## src/rtl/add64_seq_pkg.sv

```systemverilog
// add64_seq_pkg
// Shared definitions for the 64-bit add/sub/accumulate sequencer:
//   - opcode encodings (2-bit): OP_ADD, OP_SUB, OP_ACC, OP_CLR
//   - sequencer state enum: IDLE, LO, HI, DONE
//   - 64-bit saturation limits SAT_MAX / SAT_MIN, used only when the
//     ADD64_SAT_EN macro is defined
package add64_seq_pkg;

  localparam logic [1:0] OP_ADD = 2'b00;
  localparam logic [1:0] OP_SUB = 2'b01;
  localparam logic [1:0] OP_ACC = 2'b10;
  localparam logic [1:0] OP_CLR = 2'b11;

  typedef enum logic [1:0] {
    IDLE = 2'b00,
    LO   = 2'b01,
    HI   = 2'b10,
    DONE = 2'b11
  } state_t;

  localparam logic [63:0] SAT_MAX = 64'h7FFF_FFFF_FFFF_FFFF;
  localparam logic [63:0] SAT_MIN = 64'h8000_0000_0000_0000;

endpackage

```

## src/rtl/add64_seq_ctrl.sv

```systemverilog
// add64_seq_ctrl
// Sequences 64-bit ADD / SUB / ACC / CLR operations over an external,
// shared 32-bit adder. Each arithmetic op uses two adder passes: the low
// word first, then the high word with the carry latched from the low pass.
// The block also owns a 64-bit accumulator.
//
// Ports:
//   clk, rst_n             clock (rising edge), async active-low reset
//   in_valid/in_ready      request handshake; in_op, in_a, in_b operands
//   out_valid/out_ready    response handshake; out_res, out_carry, out_ovf
//   acc_q                  current accumulator value
//   adder_a/b/cin          drive the shared adder (all zero when not in use)
//   adder_sum/cout         results returned by the shared adder
//
// Build option: define ADD64_SAT_EN to saturate overflowing results to
// SAT_MAX / SAT_MIN instead of wrapping.
module add64_seq_ctrl
  import add64_seq_pkg::*;
#(
  parameter int OPW = 2,
  parameter int W   = 32
) (
  input  logic           clk,
  input  logic           rst_n,
  input  logic           in_valid,
  output logic           in_ready,
  input  logic [OPW-1:0] in_op,
  input  logic [2*W-1:0] in_a,
  input  logic [2*W-1:0] in_b,
  output logic           out_valid,
  input  logic           out_ready,
  output logic [2*W-1:0] out_res,
  output logic           out_carry,
  output logic           out_ovf,
  output logic [2*W-1:0] acc_q,
  output logic [W-1:0]   adder_a,
  output logic [W-1:0]   adder_b,
  output logic           adder_cin,
  input  logic [W-1:0]   adder_sum,
  input  logic           adder_cout
);

  localparam int DW = 2 * W;

  state_t         state_q, state_d;
  logic [OPW-1:0] op_q, op_d;
  logic [DW-1:0]  opa_q, opa_d;
  logic [DW-1:0]  beff_q, beff_d;
  logic [W-1:0]   res_lo_q, res_lo_d;
  logic           c_lo_q, c_lo_d;
  logic [DW-1:0]  out_res_q, out_res_d;
  logic           out_carry_q, out_carry_d;
  logic           out_ovf_q, out_ovf_d;
  logic [DW-1:0]  acc_d;

  logic [DW-1:0]  res_raw;
  logic [DW-1:0]  res_fin;
  logic           ovf_w;

  // State and datapath registers; reset drops any in-flight operation.
  always_ff @(posedge clk or negedge rst_n) begin
    if (!rst_n) begin
      state_q     <= IDLE;
      op_q        <= '0;
      opa_q       <= '0;
      beff_q      <= '0;
      res_lo_q    <= '0;
      c_lo_q      <= 1'b0;
      out_res_q   <= '0;
      out_carry_q <= 1'b0;
      out_ovf_q   <= 1'b0;
      acc_q       <= '0;
    end else begin
      state_q     <= state_d;
      op_q        <= op_d;
      opa_q       <= opa_d;
      beff_q      <= beff_d;
      res_lo_q    <= res_lo_d;
      c_lo_q      <= c_lo_d;
      out_res_q   <= out_res_d;
      out_carry_q <= out_carry_d;
      out_ovf_q   <= out_ovf_d;
      acc_q       <= acc_d;
    end
  end

  // Next-state and datapath logic. The adder inputs default to zero so the
  // shared adder stays quiet in IDLE and DONE.
  always_comb begin
    state_d     = state_q;
    op_d        = op_q;
    opa_d       = opa_q;
    beff_d      = beff_q;
    res_lo_d    = res_lo_q;
    c_lo_d      = c_lo_q;
    out_res_d   = out_res_q;
    out_carry_d = out_carry_q;
    out_ovf_d   = out_ovf_q;
    acc_d       = acc_q;
    adder_a     = '0;
    adder_b     = '0;
    adder_cin   = 1'b0;
    res_raw     = '0;
    res_fin     = '0;
    ovf_w       = 1'b0;

    case (state_q)
      IDLE: begin
        if (in_valid) begin
          op_d = in_op;
          // SUB adds the inverted B with carry-in 1; ACC adds in_a to acc.
          case (in_op)
            OP_ADD: begin
              opa_d   = in_a;
              beff_d  = in_b;
              state_d = LO;
            end
            OP_SUB: begin
              opa_d   = in_a;
              beff_d  = ~in_b;
              state_d = LO;
            end
            OP_ACC: begin
              opa_d   = acc_q;
              beff_d  = in_a;
              state_d = LO;
            end
            default: begin
              acc_d       = '0;
              out_res_d   = '0;
              out_carry_d = 1'b0;
              out_ovf_d   = 1'b0;
              state_d     = DONE;
            end
          endcase
        end
      end

      LO: begin
        adder_a   = opa_q[W-1:0];
        adder_b   = beff_q[W-1:0];
        adder_cin = (op_q == OP_SUB);
        res_lo_d  = adder_sum;
        c_lo_d    = adder_cout;
        state_d   = HI;
      end

      HI: begin
        adder_a   = opa_q[DW-1:W];
        adder_b   = beff_q[DW-1:W];
        adder_cin = c_lo_q;
        res_raw   = {adder_sum, res_lo_q};
        // Signed overflow: like-signed operands produced an unlike-signed sum.
        ovf_w     = (opa_q[DW-1] == beff_q[DW-1]) && (res_raw[DW-1] != opa_q[DW-1]);
`ifdef ADD64_SAT_EN
        res_fin   = ovf_w ? (opa_q[DW-1] ? SAT_MIN : SAT_MAX) : res_raw;
`else
        res_fin   = res_raw;
`endif
        out_res_d   = res_fin;
        out_carry_d = adder_cout;
        out_ovf_d   = ovf_w;
        if (op_q == OP_ACC) begin
          acc_d = res_fin;
        end
        state_d = DONE;
      end

      DONE: begin
        if (out_ready) begin
          state_d = IDLE;
        end
      end

      default: begin
        state_d = IDLE;
      end
    endcase
  end

  assign in_ready  = (state_q == IDLE);
  assign out_valid = (state_q == DONE);
  assign out_res   = out_res_q;
  assign out_carry = out_carry_q;
  assign out_ovf   = out_ovf_q;

endmodule

```

## config.mk

```make
export PLATFORM = sky130hd
export DESIGN_NAME = add64_seq_ctrl
export DESIGN_NICKNAME = d
export VERILOG_FILES = /design/src/rtl/add64_seq_pkg.sv /design/src/rtl/add64_seq_ctrl.sv
export SDC_FILE = /design/constraint.sdc
export NUM_CORES = 1
export LEC_CHECK = 0
export ABC_CLOCK_PERIOD_IN_PS = 1800
export CAP_MARGIN = 20
export CORE_AREA = 4 4 183 185
export CTS_CLUSTER_DIAMETER = 200
export DETAILED_ROUTE_END_ITERATION = 6
export DIE_AREA = 0 0 187 189
export PLACE_DENSITY = 0.81
export SLEW_MARGIN = 20
export SYNTH_ARGS = -nofsm -noshare
export SYNTH_HDL_FRONTEND = slang
export SYNTH_SLANG_ARGS = --single-unit
```

## constraint.sdc

```tcl
create_clock -name clk -period 1.8 [get_ports clk]
set_clock_uncertainty 0.05 [all_clocks]
set_input_delay 0.18 -clock clk [delete_from_list [all_inputs] [get_ports clk]]
set_output_delay 0.18 -clock clk [all_outputs]
set_load 0.03 [all_outputs]
```

# Word-level counts from Yosys, hierarchy flattened
# Cells that the tools add are included.
[op_classes]
mux = 18
n_reduce_logical = 14
eq_ne = 13
bitwise_logic = 1
[ops]
columns = ["operator", "n"]
rows = [
  ["64-bit one-hot mux with 2 select lines", 3],
  ["64-bit two-way mux", 3],
  ["64-bit one-hot mux with 3 select lines", 1],
  ["32-bit one-hot mux with 2 select lines", 2],
  ["64-bit inverter", 1],
  ["3-bit AND reduction", 3],
  ["2-bit equality test, second input constant", 4],
  ["2-bit one-hot mux with 4 select lines", 1],
  ["2-bit by 1-bit equality test with 1-bit output, second input constant", 3],
  ["2-bit two-way mux", 3],
  ["2-bit inequality test, second input constant", 3],
  ["1-bit one-hot mux with 2 select lines", 3],
  ["2-bit logical NOT", 2],
  ["2-bit AND reduction", 2],
  ["4-bit AND reduction", 1],
  ["2-bit nonzero test", 2],
  ["3-bit nonzero test", 1],
  ["3-bit OR reduction", 1],
  ["1-bit two-way mux", 2],
  ["2-bit by 1-bit inequality test with 1-bit output, second input constant", 1],
  ["2-bit OR reduction", 1],
  ["1-bit equality test", 1],
  ["1-bit logical AND", 1],
  ["1-bit inequality test", 1],
]
[totals]
in_bits = 167
word_cells = 56
out_inout_bits = 197
ff_bits = 295

# Longest topological paths before layout
# Gate-level depths: netlist (run 1).
[depth]
word_depth = 5
depth_mapped = 8
depth_no_buf = 5

# Worst setup path after synthesis (run 1)
# OpenSTA, ideal clock, no wires.
[synth_path]
path_kind = "register to output"
start = "reg state_q[0]"
end = "out adder_cin"
t_arrival_ns = 1.991
required_ns = 1.570
slack_ns = -0.421
n_path_buf = 2
path_stages_with_launch = 7
cell_sequence = "dfrtp_1 > inv_1 > ha_1 > clkbuf_1 > buf_1 > nand2_1 > a21boi_0"
[synth_via]
elab_chain_cells = 2
[synth_lines]
columns = ["item", "line_no", "text"]
rows = [
  ["start, declared", "add64_seq_ctrl.sv:45", "state_t state_q, state_d;"],
  ["start signal, assigned", "add64_seq_ctrl.sv:74", "state_q <= state_d;"],
  ["2-bit equality test or 2-bit by 1-bit equality test with 1-bit output (tied branches)", "add64_seq_ctrl.sv:107", "case (state_q)"],
  ["1-bit one-hot mux with 2 select lines *", "add64_seq_ctrl.sv:107", ""],
  ["end, declared", "add64_seq_ctrl.sv:38", "output logic adder_cin,"],
]
# Every way passes the cells marked *; elsewhere a longest branch is shown, timed or not.

# Worst setup path after layout (run 1)
[layout_path]
start = "reg state_q[1]"
end = "out adder_b[11]"
[layout_via]
elab_chain_cells = 2
[layout_lines]
columns = ["item", "line_no", "text"]
rows = [
  ["2-bit equality test or 2-bit by 1-bit equality test with 1-bit output (tied branches)", "add64_seq_ctrl.sv:107", ""],
  ["32-bit one-hot mux with 2 select lines *", "add64_seq_ctrl.sv:107", ""],
  ["end, declared", "add64_seq_ctrl.sv:37", "output logic [W-1:0] adder_b,"],
]
# Marked as above.

==> results.md, run 1 <==
* Cell variety after synth at 30
* Setup TNS at -83.20 ns
* Synth area leaders: dfrtp_1, mux2i_1, a22o_1
* Violated checks: setup timing
* Overall power at about 0.045 W
* Psw at between 0.015 and 0.02 W
* Core area at 0.03204 mm^2
* Final Hold Viols at 0
* Synth Area per Inst at 10.77 um^2
* Initial drt markers at 1208
* Leak pwr at 10.75 nW
* Vias in the first global route at between 10000 and 15000
* Final ANT Viol Nets at 0
* Startpoint class of the critical path: flop
* CP most frequent cell: buf_6
* Clk sinks at 295
* Hold WS at around 0.035 ns
* Maximum buffer depth of the clock tree at 3
* Grt ovf at 0
* Clock root buffer: clkbuf_16
* Total internal power at 0.02574 W
* # fillers at 2130
* Total CTS buffers at 31
* WL per Instance at 25.45 um
* FP Rows at 66
* Peak Freq at 434.7 MHz
* DPL Wire Length at 31.67 mm
* Fraction of layout cells with a size suffix above 1 at 28.66%
* DIE WIDTH at 187 um
* Cells after synthesis at 1323
* Worst-path clk slew at 0.07 ns
* Area growth from synthesis to layout at 58.01%
* Crit path capture type: output pin
* Primary FF master, synth: dfrtp_1
* Vias after detailed routing at between 10000 and 15000
* Placed Area at 0.01895 mm^2
* Cell taking the most area after synthesis: dfrtp_1
* Yosys reg bits at 295
* Worst Path Required at 1.57 ns
* Insertion delay to the later sink of the worst-skew pair at about 0.55 ns
* DIE AREA at 0.03534 mm^2
* Placer Congestion at 0.8486
* Critical path cell sequence: buf_6 > ha_4 > clkbuf_16 > a22oi_1 > nor2b_2 > buf_6
* Routed vias/inst at roughly 6.0
* Pwr dens at 1983 mW/mm^2
* CP max FO at 9
* Post-layout minimum cycle time at 2.300 ns
* Ys Warns at 0
* CP Data Arrival Time at a little over 2 ns
* All-Layer GR Usage at 25.80%
* Initial core utilization at 44.49%
* R2r worst-path depth at 9
* Die Span Y at 189 um
* # nets final at 1957
* Worst Tran Pin Value at 0.4291 ns
* Largest net degree at the start of global routing at between 70 and 80
* Final wirelength at 56.29 mm
* Post-synth ARST share at between 90% and 100%
* VDD IR max at 1.181 mV
* Combinational share of power at between 50% and 60%
* Worst R2R Start: state_q[1]$_DFFE_PN0P_
* Final Cycle Share at 127.8%
* Place WS at -0.2288 ns
* Sequential area share after synthesis at 51.79%
* Initial antenna violation count at 1
* Setup ws final at -0.5004 ns
* Drc violations at 0
* Max Slew Vio Count at 0
* CP Launch Point: state_q[1]$_DFFE_PN0P_
* Switching Fraction at between 40% and 50%
* HP Class: in -> async
* Synth Cell Area at 0.01425 mm^2
* RSZ-0062 raised after global routing: true
* CTS H-tree depth at 1
* Design area at roughly 0.023 mm^2
* DRT Pass-1 Iters at 7
* First-pass GRT wire length at 73.46 mm
* Critical path type: reg -> out
* Slowest-stage cell, CP: dfrtp_2
* IO Pins at approximately 360
* EDFF count, synth at 0
* Synthesized Nets at about 1500
* Max incr delay on CP at 0.45 ns
* CTS tree: built
* Diode count at 0
* Yosys top cell area share at about half
* Power share of the clock group at 14.5%
* Sequential power share at 27.7%
* Port bufs at 363
* Slew HR at 71.51%
* Final setup violation count at 325
* Max Cap Viol at 0
* Outcome: complete, but fails checks
-- worst max-delay path, delay by kind of cell, from the launching register on --
| kind | cells | cell delay, ns |
|---|---|---|
| fa+ha+maj | 1 | 0.22 |
| simple gates | 1 | 0.09 |
| flops | 1 | 0.45 |
| compound gates | 1 | 0.27 |
| buf+inv | 3 | 0.48 |
-- cell usage after synthesis, types with 2 or more instances --
cell type and count:
a221o_1 64, nand3b_1 2, dfrtp_1 295, ha_1 9, buf_1 8, o21ai_0 3, a22oi_1 64, nor2b_1 66
nand2_1 133, a21oi_1 67, and3b_1 2, o21ai_1 64, clkbuf_1 55, inv_1 136, buf_2 33, mux2i_1 131
a22o_1 128, buf_6 19, mux2_2 33
-- cells by family (layout without fill, tap and decap cells) --
| group | Yosys count | count (layout) | share of synthesized area [%] |
|---|---|---|---|
| AOI/OAI and AO/OA | 396 | 396 | 20.84 |
| adders and majority gates | 9 | 9 | 0.7900 |
| DFF | 295 | 295 | 51.79 |
| and+or+nand+nor | 207 | 207 | 6.829 |
| muxes | 164 | 164 | 11.81 |
| buffers and inverters | 252 | 733 | 7.952 |
-- cell type report --
type	instances	area (um^2)	area share, %
Clock inverter	14	127.6	0.5666
Sequential cell	295	7383	32.78
Tap cell	408	510.5	2.266
Inverter	136	515.5	2.289
Timing Repair Buffer	541	6580	29.21
Multi-Input combinational cell	776	6530	28.99
Clock buffer	42	877.1	3.894
-- layer usage --
layer	up-vias	global-route usage (%)	wire, um
met5	-	0	20
met4	2	7.878	2546
met3	166	6.066	4901
met2	767	45.73	27760
met1	6644	31.45	21060
li1	5617	-	-
-- through the flow --
stage                     cells  util, %
after CTS                  2143    64.12
after floorplan            1323        -
after global routing       2212    70.30
after global placement     2063    59.13
after detailed placement   2063    59.13
final                      2212    70.30
-- power by group through the flow --
stage	Combinational, W	Clock, W	Sequential, W
finish	0.0258	0.00645	0.0124
detailed placement	0.0201	0	0.0121
global placement	0.0197	0	0.0119
floorplan	0.00973	0	0.0141
global route	0.0269	0.00680	0.0127
CTS	0.0215	0.00646	0.0121
-- layout by cell type (no fill, tap or decap), types with 5 or more instances in the layout --
cell type	netlist	routed
a22oi_2	0	59
clkbuf_1	55	5
buf_16	0	7
a221o_1	64	64
a22o_1	128	128
clkbuf_8	0	6
o21ai_1	64	61
a22oi_1	64	5
mux2i_1	131	127
buf_12	0	47
nand2_1	133	131
buf_6	19	72
dlygate4sd2_1	0	105
ha_4	0	7
nor2b_2	0	57
a21oi_2	0	42
dlymetal6s2s_1	0	24
clkbuf_16	0	67
nor2b_1	66	6
dfrtp_1	295	294
inv_1	136	134
clkdlybuf4s50_1	0	166
a21oi_1	67	23
buf_4	1	56
mux2_2	33	33
clkinv_2	0	10
buf_8	0	26
-- repair_timing --
action / 4_1_cts / 5_1_grt
hold buffers: 1 / 0
gates cloned: 7 / 46
hold endpoints to repair: 295 / 0
setup buffers: 16 / 28
pin swaps: 7 / 84
gates resized for setup: 194 / 217
setup endpoints to repair: 387 / 288
-- sequential cells by signal (all words and copies together) (netlist names) --
| name | flops |
|---|---|
| beff_q | 64 |
| opa_q | 64 |
| res_lo_q | 32 |
| op_q | 2 |
| c_lo_q | 1 |
| out_carry | 1 |
| out_res | 64 |
| acc_q | 64 |
| out_ovf | 1 |
| state_q | 2 |
-- worst paths after layout --
| check | slack (ns) | endpoint |
|---|---|---|
| worst max-delay path | -0.50 | adder_b[11] |
| worst min-delay path | 0.03 | beff_q[44]$_DFFE_PN0P_ |
| worst max register to register | -0.33 | acc_q[9]$_DFFE_PN0P_ |
| worst min register to register | 0.45 | opa_q[10]$_DFFE_PN0P_ |
| max in group asynchronous | 0.96 | opa_q[31]$_DFFE_PN0P_ |
| min in group clk | 0.18 | out_res[52]$_DFFE_PN0P_ |
Power figures use the tool's default switching activity.
==> run 2: changes to the inputs <==
- PLACE_DENSITY: 0.81 -> 0.78
- SETUP_SLACK_MARGIN: default -> 0.02
==> run 2 against run 1 <==
The flow still finishes with violations (setup timing); total power down 9.6%; global-route usage down 0.32 points; count of clock-buffer cells in the layout up 9; routed wire length down 13%; highest routed layer unchanged; flip-flop and latch count unchanged; critical endpoint is now adder_a[23]; first-iteration DRC count down 27%; via count down 7.2%; worst setup slack better by 0.015 ns; largest cell class unchanged; critical path depth down 1; non-clock buffer count down 60; utilization down 5.4 points.
==> results.md, run 2 (synthesis gave the netlist of run 1 again) <==
* Outcome: complete, but fails checks
* Violated checks: setup timing
* Initial core utilization at 44.49% (unchanged)
* # nets final at 1897 (-3.1%)
* Final setup violation count at 175 (-46%)
* Worst R2R Start: state_q[1]$_DFFE_PN0P_
* Insertion delay to the later sink of the worst-skew pair at 0.55 ns (about the same)
* Power share of the clock group at 15.6% (+1.1 points)
* RSZ-0062 raised after global routing: true
* # fillers at 2452 (+15%)
* IO Pins at 364 (unchanged)
* Diode count at 0 (unchanged)
* Max Slew Vio Count at 0 (unchanged)
* Switching Fraction at 42.25% (-0.11 points)
* Pwr dens at 1941 mW/mm^2 (-2.1%)
* Slowest-stage cell, CP: dfrtp_1
* Worst Path Required at 1.57 ns (about the same)
* WL per Instance at 22.68 um (-11%)
* Placer Congestion at 0.8829 (+4.0%)
* CP Data Arrival Time at 2.06 ns (about the same)
* Core area at 0.03204 mm^2 (unchanged)
* Final ANT Viol Nets at 0 (unchanged)
* CP max FO at 35 (+26)
* Max incr delay on CP at 0.39 ns (-0.06 ns)
* Final wirelength at 48.84 mm (-13%)
* Grt ovf at 0 (unchanged)
* Drc violations at 0 (unchanged)
* Die Span Y at 189 um (unchanged)
* VDD IR max at 1.168 mV (-1.1%)
* First-pass GRT wire length at 72.55 mm (-1.2%)
* Peak Freq at 437.5 MHz (+0.64%)
* Worst R2R End: acc_q[24]$_DFFE_PN0P_
* Most common cell after layout, fill and taps aside: dfrtp_1
* Maximum buffer depth of the clock tree at 3 (unchanged)
* CP bufs+invs at 3 (unchanged)
* All-Layer GR Usage at 25.48% (-0.32 points)
* Vias in the first global route at 12710 (-2.3%)
* FP Rows at 66 (unchanged)
* Critical path cell sequence: inv_2 > ha_2 > buf_12 > nor2b_2 > buf_4
* Setup TNS at -38.55 ns (+44.65 ns)
* Setup ws final at -0.4857 ns (+0.01472 ns)
* Fraction of layout cells with a size suffix above 1 at 22.18% (-6.5 points)
* Overall power at 0.04036 W (-9.6%)
* R2r worst-path depth at 8 (-1)
* Post-layout minimum cycle time at 2.286 ns (-0.01472 ns)
* Combinational share of power at 54.3% (-3.6 points)
* Initial antenna violation count at 2 (+1)
* DIE WIDTH at 187 um (unchanged)
* CP Depth at 5 (-1)
* Most frequent cells in the layout: dfrtp_1, clkdlybuf4s50_1, inv_1
* Initial drt markers at 883 (-27%)
* Psw at 0.01705 W (-9.8%)
* Final Cycle Share at 127.0% (-0.82 points)
* DRT Pass-1 Iters at 5 (-2)
* Vias after detailed routing at 12240 (-7.2%)
* Critical path type: reg -> out
* Total CTS buffers at 31 (unchanged)
* CTS tree: built
* Area growth from synthesis to layout at 45.91%
* Routed vias/inst at 5.686 (-4.7%)
* Largest net degree at the start of global routing at 60 (-15%)
* Slew HR at 62.74% (-8.8 points)
* Total internal power at 0.02331 W (-9.4%)
* Cell family with most CP delay: buffers and inverters
* Worst Tran Pin Value at 0.5589 ns (+0.1298 ns)
* Final Hold Viols at 0 (unchanged)
* Crit path capture type: output pin
* Sequential power share at 30.0% (+2.3 points)
* Clk sinks at 295 (unchanged)
* R2R Setup Slk at -0.19 ns (+0.14 ns)
* CTS H-tree depth at 1 (unchanged)
* DPL Wire Length at 31.62 mm (-0.15%)
* Max Cap Viol at 0 (unchanged)
* HP Class: in -> async
* Startpoint class of the critical path: flop
* Clock root buffer: clkbuf_16
* Leak pwr at 9.841 nW (-8.4%)
* DIE AREA at 0.03534 mm^2 (unchanged)
* Worst-path clk slew at 0.06 ns (about the same)
* Port bufs at 363 (unchanged)
## run 2: cell count changes in the layout (fill, tap and decap cells not counted), sizes merged, moves of 2 or more
cell          previous run  this run
dlymetal6s2s            24         0
clkinv                  11         5
dlygate4sd2            105       130
buf                    208       172
bufinv                   2         0
clkbuf                  78        61
bufbuf                   1         3
## run 2: layout make-up
| cell class | count | area (um^2) | share of cell area (%) |
|---|---|---|---|
| well taps | 408 | 510.5 | 2.454 |
| clock inverters | 6 | 36.28 | 0.1745 |
| repair buffers | 481 | 5107 | 24.56 |
| inverters | 136 | 510.5 | 2.454 |
| flip-flops and latches | 295 | 7382 | 35.49 |
| clock buffers | 51 | 970.9 | 4.668 |
| multi-input cells | 776 | 6281 | 30.20 |
## run 2: metrics by stage
stage,setup slack [ns],instances,cell area [um^2],hold WS [ns],util [%]
after floorplan,-0.03679,1323,14480,-0.1656,-
after global placement,-0.1374,2068,19000,0.1208,59.31
after detailed placement,-0.2110,2068,19000,0.1283,59.31
after CTS,-0.4877,2137,20360,0.1333,63.56
after global routing,-0.5366,2153,20800,0.1694,64.91
final,-0.4857,2153,20800,0.1219,64.91
## run 2: worst register-to-register path, cell delays in order (launching register included)
cell,delay (ns)
dfrtp_1,0.41
buf_4,0.17
ha_4,0.18
buf_4,0.15
and3b_2,0.23
o21ai_4,0.19
buf_12,0.20
clkbuf_16,0.20
a22o_1,0.15
## run 2: power by group through the flow
stage / Combinational [W] / Clock, W / Sequential (W)
6_report: 0.0219 / 0.00630 / 0.0121
5_1_grt: 0.0232 / 0.00670 / 0.0125
4_1_cts: 0.0206 / 0.00639 / 0.0120
3_5_place_dp: 0.0201 / 0 / 0.0120
3_3_place_gp: 0.0197 / 0 / 0.0119
2_1_floorplan: 0.00997 / 0 / 0.0141
## run 2: worst max-delay path by stage
| stage | start | end | slack, ns |
|---|---|---|---|
| floorplan | state_q[1]$_DFFE_PN0P_ | adder_a[12] | -0.04 |
| global placement | in_op[0] | beff_q[59]$_DFFE_PN0P_ | -0.14 |
| detailed placement | in_op[1] | out_res[40]$_DFFE_PN0P_ | -0.21 |
| CTS | state_q[0]$_DFFE_PN0P_ | adder_b[11] | -0.49 |
| global route | state_q[1]$_DFFE_PN0P_ | adder_b[11] | -0.54 |
| finish | state_q[1]$_DFFE_PN0P_ | adder_a[23] | -0.49 |
## run 2: metal layers
metal / share of wire (%) / track usage [%] / wire (um)
met3: 8.4 / 6.822 / 4112
met2: 49 / 43.68 / 23750
met1: 40 / 32.22 / 19340
met5: 0.057 / 0 / 28
met4: 3.3 / 6.741 / 1608
## run 2: timing repair
item	CTS	global route
gates resized for setup	199	26
setup endpoints to repair	311	270
buffers inserted	5	3
pin swaps	12	2
hold endpoints to repair	281	0
hold buffers	1	0
cloned	6	13
==> run 3: changes to the inputs <==
- CORE_AREA: 4 4 183 185 -> 4 4 180 182
- DIE_AREA: 0 0 187 189 -> 0 0 184 186
- DONT_BUFFER_PORTS: default -> 1
- PLACE_DENSITY: 0.78 -> 0.64
- SLEW_MARGIN: 20 -> default
==> run 3 against run 2 <==
Register-to-register slack worse by 0.13 ns; highest routed layer unchanged; first-iteration DRC count increased by 9.7%; count of clock-buffer cells in the layout decreased by 3; total power is 6.2% higher; maximum frequency up 3.6%; utilization grew 2.8 points; final area is 0.46% lower; sequential share of layout area grew 0.17 points; the flow finishes with violations (hold timing, setup timing).
==> results.md, run 3 (synthesis gave the netlist of run 1 again) <==
* Worst-path clk slew at 0.06 ns (about the same)
* Final Cycle Share at 122.5% (-4.4 points)
* DPL Wire Length at 27.44 mm (-13%)
* Power share of the clock group at 16.9% (+1.3 points)
* WL per Instance at 26.61 um (+17%)
* Initial core utilization at 46.60% (+2.1 points)
* Initial drt markers at 969 (+9.7%)
* Final ANT Viol Nets at 0 (unchanged)
* CTS H-tree depth at 2 (+1)
* Drc violations at 0 (unchanged)
* Setup ws final at -0.4056 ns (+0.08004 ns)
* Vias in the first global route at 12240 (-3.7%)
* Final setup violation count at 280 (+60%)
* Worst Tran Pin Value at 0.6017 ns (+0.04276 ns)
* Placer Congestion at 0.8077 (-8.5%)
* Insertion delay to the later sink of the worst-skew pair at 0.50 ns (-0.05 ns)
* RSZ-0062 raised after global routing: true
* Port bufs at 0 (-100%)
* Max incr delay on CP at 0.42 ns (+0.03 ns)
* Most frequent cells in the layout: dfrtp_1, dlygate4sd3_1, inv_1
* Peak Freq at 453.4 MHz (+3.6%)
* Setup TNS at -49.25 ns (-10.70 ns)
* # nets final at 1769 (-6.7%)
* FP Rows at 64 (-3.0%)
* CP max FO at 8 (-77%)
* Combinational share of power at 47.8% (-6.5 points)
* Maximum buffer depth of the clock tree at 3 (unchanged)
* Violated checks: hold timing, setup timing
* Leak pwr at 9.367 nW (-4.8%)
* Grt ovf at 0 (unchanged)
* HP Class: in -> async
* Critical path cell sequence: inv_4 > ha_4 > buf_12 > clkbuf_16 > a22oi_2 > nor2b_2 > buf_6
* Startpoint class of the critical path: flop
* Crit path capture type: output pin
* Largest net degree at the start of global routing at 296 (+390%)
* Total internal power at 0.02466 W (+5.8%)
* Core area at 0.03059 mm^2 (-4.5%)
* VDD IR max at 1.207 mV (+3.4%)
* Most common cell after layout, fill and taps aside: dfrtp_1
* All-Layer GR Usage at 26.43% (+0.96 points)
* R2r worst-path depth at 10 (+2)
* Slew HR at 59.89% (-2.9 points)
* Pwr dens at 2071 mW/mm^2 (+6.7%)
* Design area at 0.02070 mm^2 (-0.46%)
* Routed vias/inst at 6.076 (+6.8%)
* Register area at 0.007383 mm^2 (about the same)
* Hold WS at -0.6759 ns (-0.7978 ns)
* Placed Area at 0.01548 mm^2 (-19%)
* Clock root buffer: clkbuf_16
* Slowest-stage cell, CP: dfrtp_1
* Final core occ at 67.68% (+2.8 points)
* Area growth from synthesis to layout at 45.24%
* Final Hold Viols at 295 (+295)
* Sequential power share at 35.3% (+5.3 points)
* Post-cts hold buffer count at 165 (+164)
* Max Cap Viol at 0 (unchanged)
* Die Span Y at 186 um (-1.6%)
* Initial antenna violation count at 3 (+1)
* Post-layout minimum cycle time at 2.206 ns (-0.08005 ns)
* Switching Fraction at 42.50% (+0.25 points)
* DIE WIDTH at 184 um (-1.6%)
* Outcome: complete, but fails checks
* Fraction of layout cells with a size suffix above 1 at 25.23% (+3.1 points)
* Max Slew Vio Count at 0 (unchanged)
* Critical path type: reg -> out
* Total CTS buffers at 34 (+9.7%)
* First-pass GRT wire length at 71.31 mm (-1.7%)
* # fillers at 2132 (-13%)
* DIE AREA at 0.03422 mm^2 (-3.2%)
* Psw at 0.01822 W (+6.9%)
* CP Data Arrival Time at 1.98 ns (-0.08 ns)
* DRT Pass-1 Iters at 5 (unchanged)
* Worst Path Required at 1.57 ns (about the same)
* CTS tree: built
* Final wirelength at 53.63 mm (+9.8%)
* IO Pins at 364 (unchanged)
* Multi-input logic area at 0.006392 mm^2 (+1.8%)
* Clk sinks at 295 (unchanged)
* Vias after detailed routing at 12240 (unchanged)
==> run 3: changes by cell type in the layout (fill, tap and decap cells not counted), sizes merged, moves of 3 or more <==
cell	before	now
clkbuf	61	82
clkinv	5	8
dlygate4sd2	130	0
dlygate4sd3	1	165
clkdlybuf4s50	165	0
buf	172	150
==> run 3: path summary, 6_finish.rpt <==
path	start	end	slack, ns
min	rst_n	out_res[44]$_DFFE_PN0P_	-0.68
max reg2reg	state_q[1]$_DFFE_PN0P_	acc_q[5]$_DFFE_PN0P_	-0.32
min reg2reg	opa_q[31]$_DFFE_PN0P_	opa_q[31]$_DFFE_PN0P_	0.44
min in group clk	adder_sum[31]	out_ovf$_DFFE_PN0P_	0.06
max	state_q[0]$_DFFE_PN0P_	adder_b[24]	-0.41
max in group asynchronous	rst_n	acc_q[30]$_DFFE_PN0P_	1.85
==> run 3: per-stage QoR <==
stage                     hold slack, ns  total power (W)  cells  setup slack (ns)
after detailed placement         -0.1522          0.02836   1699        -0.0007614
after global placement           -0.1534          0.02801   1699           0.05065
final                            -0.6759          0.04288   2015           -0.4056
after CTS                        -0.6937          0.03929   1955           -0.3823
after floorplan                  -0.1656          0.02403   1323          -0.03679
after global routing             -0.6959          0.04454   2015           -0.4632
==> run 3: critical path, delay by kind of cell, from the launching register on <==
family	cells	cell delay, ns
buffers and inverters	4	0.56
flip-flops	1	0.42
adder cells (fa/ha/maj)	1	0.23
AND/OR/NAND/NOR	1	0.17
AO/OA/AOI/OAI	1	0.10
==> run 3: metal layers <==
metal	share of wire (%)	track usage (%)	vias up
met4	3.2	8.844	2
met1	38	33.29	6182
met3	8.7	6.684	115
met5	0.024	0	-
met2	50	44.77	681
li1	-	-	5263
==> run 3: area by class of cell <==
type                    instances  area share [%]
flip-flops and latches        295           35.66
multi-input cells             776           30.88
repair buffers                350           22.86
clock buffers                  48           5.107
clock inverters                12          0.5923
inverters                     136           2.490
well taps                     396           2.393
diodes                          2         0.02417
==> run 3: what timing repair did <==
item	in CTS	in global routing
endpoints found under the setup margin	89	293
resized for setup	126	63
endpoints found under the hold margin	526	295
gates cloned	13	41
setup buffers	18	19
pin swaps	16	53
==> run 3: power by group through the flow <==
| stage | clock network (W) | registers [W] | logic [W] |
|---|---|---|---|
| after detailed placement | 0 | 0.0150 | 0.0134 |
| final | 0.00725 | 0.0152 | 0.0205 |
| after global placement | 0 | 0.0149 | 0.0131 |
| after global routing | 0.00760 | 0.0155 | 0.0215 |
| after floorplan | 0 | 0.0141 | 0.00997 |
| after CTS | 0.00729 | 0.0150 | 0.0170 |
